`src/rtl/counter_pkg.sv`:
```
// Shared definitions for the modulo-N up/down counter family.
package counter_pkg;

    // Count direction encoding on up_dn.
    localparam logic CNT_DOWN = 1'b0;
    localparam logic CNT_UP   = 1'b1;

    // Clamp an out-of-range load value to the highest legal count (modulus - 1).
    function automatic logic [31:0] clamp_load(input logic [31:0] d, input logic [31:0] modulus);
        return (d >= modulus) ? (modulus - 32'd1) : d;
    endfunction

endpackage

```
`src/rtl/count_next.sv`:
```
// Next-count logic: one step up/down with wrap or saturate at the terminal value.
// Compares against the terminal value before stepping so nothing relies on overflow.
module count_next
    import counter_pkg::*;
#(
    parameter int unsigned WIDTH   = 4,
    parameter int unsigned MODULUS = 2 ** WIDTH
) (
    input  logic [WIDTH-1:0] q,
    input  logic             up_dn,
    input  logic             wrap_en,
    input  logic             count_enable,
    output logic [WIDTH-1:0] q_next,
    output logic             tc,
    output logic             wrap
);

    localparam logic [WIDTH-1:0] TERM_MAX = WIDTH'(MODULUS - 1);

    logic at_max;
    logic at_min;

    // Terminal detect and next value; hold is the default.
    always_comb begin
        at_max = (q == TERM_MAX);
        at_min = (q == '0);
        tc     = (up_dn == CNT_UP) ? at_max : at_min;
        q_next = q;
        if (count_enable) begin
            if (up_dn == CNT_UP) begin
                if (!at_max) begin
                    q_next = q + WIDTH'(1);
                end else if (wrap_en) begin
                    q_next = '0;
                end
            end else begin
                if (!at_min) begin
                    q_next = q - WIDTH'(1);
                end else if (wrap_en) begin
                    q_next = TERM_MAX;
                end
            end
        end
        wrap = count_enable & wrap_en & tc;
    end

endmodule

```
`src/rtl/param_updown_counter.sv`:
```
// Parametrised modulo-N up/down counter with synchronous clear/load and cascade output.
// Chain stages by driving the next stage's count_enable from carry_out.
module param_updown_counter
    import counter_pkg::*;
#(
    parameter int unsigned WIDTH   = 4,
    parameter int unsigned MODULUS = 2 ** WIDTH
) (
    input  logic             clk,
    input  logic             cl,
    input  logic             count_enable,
    input  logic             up_dn,
    input  logic             wrap_en,
    input  logic             load,
    input  logic [WIDTH-1:0] d,
    output logic [WIDTH-1:0] q,
    output logic             tc,
    output logic             carry_out
);

    logic [WIDTH-1:0] q_step;
    logic [WIDTH-1:0] q_d;
    logic [WIDTH-1:0] load_val;
    logic             wrap;

    count_next #(
        .WIDTH  (WIDTH),
        .MODULUS(MODULUS)
    ) u_count_next (
        .q           (q),
        .up_dn       (up_dn),
        .wrap_en     (wrap_en),
        .count_enable(count_enable),
        .q_next      (q_step),
        .tc          (tc),
        .wrap        (wrap)
    );

    assign load_val = WIDTH'(clamp_load(32'(d), 32'(MODULUS)));

    // Only a real wrap propagates; clear and load suppress the step.
    assign carry_out = wrap & ~load & ~cl;

    // Priority mux: clear over load over count/hold.
    always_comb begin
        q_d = q_step;
        if (cl) begin
            q_d = '0;
        end else if (load) begin
            q_d = load_val;
        end
    end

    // Count register; clear is the synchronous reset.
    always_ff @(posedge clk) begin
        q <= q_d;
    end

endmodule
```
`config.mk`:
```
export PLATFORM = sky130hd
export DESIGN_NAME = param_updown_counter
export DESIGN_NICKNAME = d
export VERILOG_FILES = /design/src/rtl/counter_pkg.sv /design/src/rtl/count_next.sv /design/src/rtl/param_updown_counter.sv
export SDC_FILE = /design/constraint.sdc
export NUM_CORES = 1
export LEC_CHECK = 0
export ABC_CLOCK_PERIOD_IN_PS = 2150
export CORE_AREA = 8 8 45 47
export DETAILED_ROUTE_END_ITERATION = 12
export DIE_AREA = 0 0 53 55
export PLACE_DENSITY_LB_ADDON = 0.15
export SETUP_SLACK_MARGIN = 0.15
export SLEW_MARGIN = 20
export SYNTH_ARGS = -nofsm -noshare
export SYNTH_HDL_FRONTEND = slang
export SYNTH_SLANG_ARGS = --single-unit
```
`constraint.sdc`:
```
create_clock -name clk -period 2.15 [get_ports clk]
set_input_delay 0.3225 -clock clk [delete_from_list [all_inputs] [get_ports clk]]
set_output_delay 0.3225 -clock clk [all_outputs]
set_load 0.005 [all_outputs]
```
Word level (Yosys, flattened, before mapping)
Cells that the tools add are included.
{"block": "classes", "addsub": 2, "eq_ne": 3, "reduce_logical": 3, "muxes": 8, "bitwise": 6}
{"cell": "2-to-1 mux 4 bit", "n": 7}
{"cell": "inequality test 4 bit (second input constant)", "n": 2}
{"cell": "adder 4 x 1 -> 4 bit (second input constant)", "n": 1}
{"cell": "AND 1 bit", "n": 4}
{"cell": "equality test 4 bit (second input constant)", "n": 1}
{"cell": "zero test 4 bit", "n": 1}
{"cell": "subtractor 4 x 1 -> 4 bit (second input constant)", "n": 1}
{"cell": "AND reduction 3 bit", "n": 1}
{"cell": "NOT 1 bit", "n": 2}
{"cell": "nonzero test 2 bit", "n": 1}
{"cell": "2-to-1 mux 1 bit", "n": 1}
{"block": "totals", "inputBits": 10, "register_bits": 4}

Longest topological paths before layout
{"block": "depth", "ltp_word": 5, "ltp_mapped": 6, "depth_no_buf": 6}

Cells and area by module
From an unflattened synthesis, not the netlist that was laid out.
{"block": "unflattened", "hier_cells": 62, "area_unflattened_um2": 441.7}
{"mod": "count_next", "instances": 1, "cells_each": 48, "seq_area_each_um2": 0.0, "area_each_um2": 287.8}
{"mod": "param_updown_counter", "instances": 1, "cells_each": 14, "seq_area_each_um2": 80.1, "area_each_um2": 153.9}

Worst setup path before layout
No wires, ideal clock.
{"block": "synth_path", "kind": "flip-flop to flip-flop", "from": "register q[0]", "to": "register q[1]", "synth_period_minus_slack_ns": 1.845, "path_buffers": 0, "stages_incl_launch_ff": 7, "t_arrival_ns": 1.723, "slack_ns": 0.305, "path_cell_list": "dfxtp_1 > inv_1 > ha_1 > or4b_4 > a21oi_4 > or4_2 > o311a_1"}
{"block": "synth_between", "elab_chain_cells": 5, "word_cells_on_any_way": 12, "classes_between": "2 x add/sub; 3 x eq/ne; 5 x mux; 2 x reduce/logical"}
{"element": "start, declared", "line": "param_updown_counter.sv:16", "rtl": "output logic [WIDTH-1:0] q,"}
{"element": "start signal, assigned", "line": "param_updown_counter.sv:56", "rtl": "q <= q_d;"}
{"element": "subtractor 4 x 1 -> 4 bit (tied with other cells)", "line": "count_next.sv:38", "rtl": "q_next = q - WIDTH'(1);"}
{"element": "2-to-1 mux 4 bit (on tied branches)", "line": "count_next.sv:37, count_next.sv:31"}
{"element": "2-to-1 mux 4 bit", "line": "count_next.sv:30", "rtl": "if (up_dn == CNT_UP) begin"}
{"element": "2-to-1 mux 4 bit", "line": "count_next.sv:29", "rtl": "if (count_enable) begin"}
{"element": "2-to-1 mux 4 bit", "line": "param_updown_counter.sv:49", "rtl": "end else if (load) begin"}
Parallel ways exist; a longest one is shown, timed or not. The select of a mux whose other input is x is not followed.
A chain may end at the register's enable or synchronous reset.

Worst setup path in the final report
{"block": "layout_path", "from": "register q[1]", "to": "output carry_out"}
{"block": "layout_between", "elab_chain_cells": 5, "word_cells_on_any_way": 6, "classes_between": "1 x eq/ne; 1 x mux; 3 x bitwise; 1 x reduce/logical"}
{"element": "equality test 4 bit / zero test 4 bit (equally long branches)", "line": "count_next.sv:25, count_next.sv:26"}
{"element": "2-to-1 mux 1 bit (*)", "line": "count_next.sv:27", "rtl": "tc = (up_dn == CNT_UP) ? at_max : at_min;"}
{"element": "AND 1 bit (*)", "line": "count_next.sv:44", "rtl": "wrap = count_enable & wrap_en & tc;"}
{"element": "AND 1 bit (*) (2 in series)", "line": "param_updown_counter.sv:42", "rtl": "assign carry_out = wrap & ~load & ~cl;"}
{"element": "end, declared", "line": "param_updown_counter.sv:18", "rtl": "output logic carry_out"}
Every way passes the cells marked *; elsewhere a longest branch is shown, timed or not.

==> results.toml <==
[synth]
synth_xor_xnor_area_share_pct = 2.181
synthSimpleGateAreaFrac_pct = 29.60
yosysWarnings = 0
synth_cells = 49
synth_top_family_by_area = "compound AO/OA/AOI/OAI gates"
syn_nets = 61
synth_edf_count = 0
ys_seq_area_share_pct = 19.94
synthMuxAreaShare_pct = 5.296
avgSynthCellArea_um2 = 8.197
synth_seq_cells = 4
yosys.area_share.adder_pct = 6.231
async_flop_share_pct = 0
synth_cell_types = 31
synth_compound_area_share_pct = 30.22
syn_area_um2 = 401.6
ys.flop_type = "dfxtp_1"

[layout]
diodes = 0
design_area_um2 = 678.2
area_growth_pct = 68.85
final_nets = 90
drive_gt1_share_pct = 32.89
regMostFlops = "q"
final_common_cell = "clkdlybuf4s50_1"
stdcell_count = 92
final_cell_mix = "clkdlybuf4s50_1, buf_4, inv_1, a21oi_1"
largest_register_ffs = 4
nFillCells = 145
finalCoreUtilization_pct = 49.01
top_regs = "q (4)"

[cts]
clk_path_buf_depth = 2
cts.clk_slew.worst_paths_ns = 0.04
cts_tree = "built"
worstSkewPairLatency_ns = 0.25
cts_root_buf = "clkbuf_4"
htree_levels = 1
cts_num_sinks = 4
cts_buffers = 3

[pwr]
p_per_area_nw_per_um2 = 468.1
ir_worst_vdd_mv = 0.2726
p_leak_nw = 0.2874
finalPower_w = 0.0003175

[drt]
remaining_drc_errors = 0
postRouteAntennaNets = 0
vias_per_cell = 5.130
vias = 472
dr.first_iter.drc_count = 6
routedWlPerCell_um = 13.38
firstDrtPassIters = 4
wirelength_um = 1231

[setup_path]
crit_arrival_ns = 1.59
critPathMaxStageDelay_ns = 0.47
worst_setup_path_end_kind = "output port"
path_cells = "inv_2 -> ha_4 -> or4b_4 -> nand2_2 -> and4_1 -> clkbuf_2"
r2r_start = "q[0]"
cp_slowest_cell = "or4b_4"
worst_setup_path_start_kind = "register"
worstPathRequired_ns = 1.83
path_class = "register to output port"
crit_family = "simple AND/OR/NAND/NOR gates"
crit_start = "q[1]"
crit_fanout = 3
crit_buf_inv = 2

[sta]
worstMarginPinSlew_ns = 0.2462
drv_slew = 0
relSlewSlack_pct = 83.35
period_needed_ns = 1.910
period_share_pct = 88.82
fin_setup_tns_ns = 0
fmax_ghz = 0.5237
fin_worst_skew_ns = 0.007272
hold_viol = 0
setup_viol = 0
rsz0062_at_grt = "false"

[global_route]
antenna_found_initial = 0
track_usage_pct = 9.612
grt_pass1_vias = 449
grt_max_degree = 12
grt_overflow = 0
grt_pass1_wl_um = 2042

[placed_design]
dp_cells = 88
hpwl_um = 929.8
postPlaceCellArea_um2 = 635.6
gp_congestion = 0.7443
port_buffers = 15

[floorplanning]
die_h_um = 55
io_pins = 16
dieArea_um2 = 2915
fp.coreArea_um2 = 1384
num_rows = 14
die_w_um = 53
start_util_pct = 29.02

[min_path]
min_path_type = "primary input to register"
min_from = "up_dn"

[outcome]
outcome = "completed"

[job]
drv_cap = 0
-- report_power, final --
part           switching [W]  internal, W  total [W]
Clock              0.0000375    0.0000629   0.000100
Sequential        0.00000379    0.0000816  0.0000854
Combinational      0.0000550    0.0000768   0.000132
Total              0.0000962     0.000221   0.000317
-- synthesized netlist by cell type, types with 2 or more instances --
cell      count  share of area, %
nand2_1       3               2.8
ha_1          2               6.2
a21oi_1       4               5.0
dfxtp_1       4                20
o21ai_0       2               2.5
nor2_1        3               2.8
inv_1         6               5.6
nand3b_1      2               3.7
-- timing repair --
item,in CTS,in global routing
hold buffers,0,0
endpoints found under the setup margin,2,4
buffers inserted,1,0
gates resized for setup,3,8
pin swaps,1,2
-- routing by layer --
metal  wire length [um]  vias up  global-route usage, %  part of all wire (%)
met3                108        2                  5.080                   8.8
li1                   -      241                      -                     -
met2                586       16                  15.23                    48
met5                  0        -                      0                     0
met4                 19        0                  5.172                   1.5
met1                517      213                  10.17                    42
-- path summary, 6_finish.rpt --
| kind | slack (ns) | endpoint | cells past startpoint |
|---|---|---|---|
| min reg2reg | 0.69 | q[1] | 2 |
| max | 0.24 | carry_out | 6 |
| min | 0.61 | q[3] | 4 |
| max reg2reg | 0.28 | q[1] | 7 |
-- tightest hold or removal path, stage by stage --
cell	delay (ns)
dlymetal6s2s_1	0.11
buf_4	0.15
o31a_1	0.14
o211ai_1	0.09
-- final cells by class --
type	count	area, um^2	area share [%]
Multi-Input combinational cell	38	310.3	45.76
Inverter	6	22.52	3.321
Timing Repair Buffer	25	221.5	32.66
Clock buffer	3	22.52	3.321
Sequential cell	4	81.33	11.99
Tap cell	16	20.02	2.952
-- kinds of logic after synthesis --
family	Yosys count
AO/OA/AOI/OAI	15
XOR/XNOR	1
adder cells (fa/ha/maj)	2
buffers and inverters	7
flip-flops	4
multiplexers	2
AND/OR/NAND/NOR	18
-- metrics by stage --
step	setup slack [ns]	hold WS, ns
floorplan	0.3052	0.3919
global placement	-0.2331	0.6555
detailed placement	-0.2360	0.6500
CTS	0.02561	0.6451
global route	0.1655	0.6554
finish	0.2405	0.6146
No activity file was read; power rests on OpenSTA's default activity.
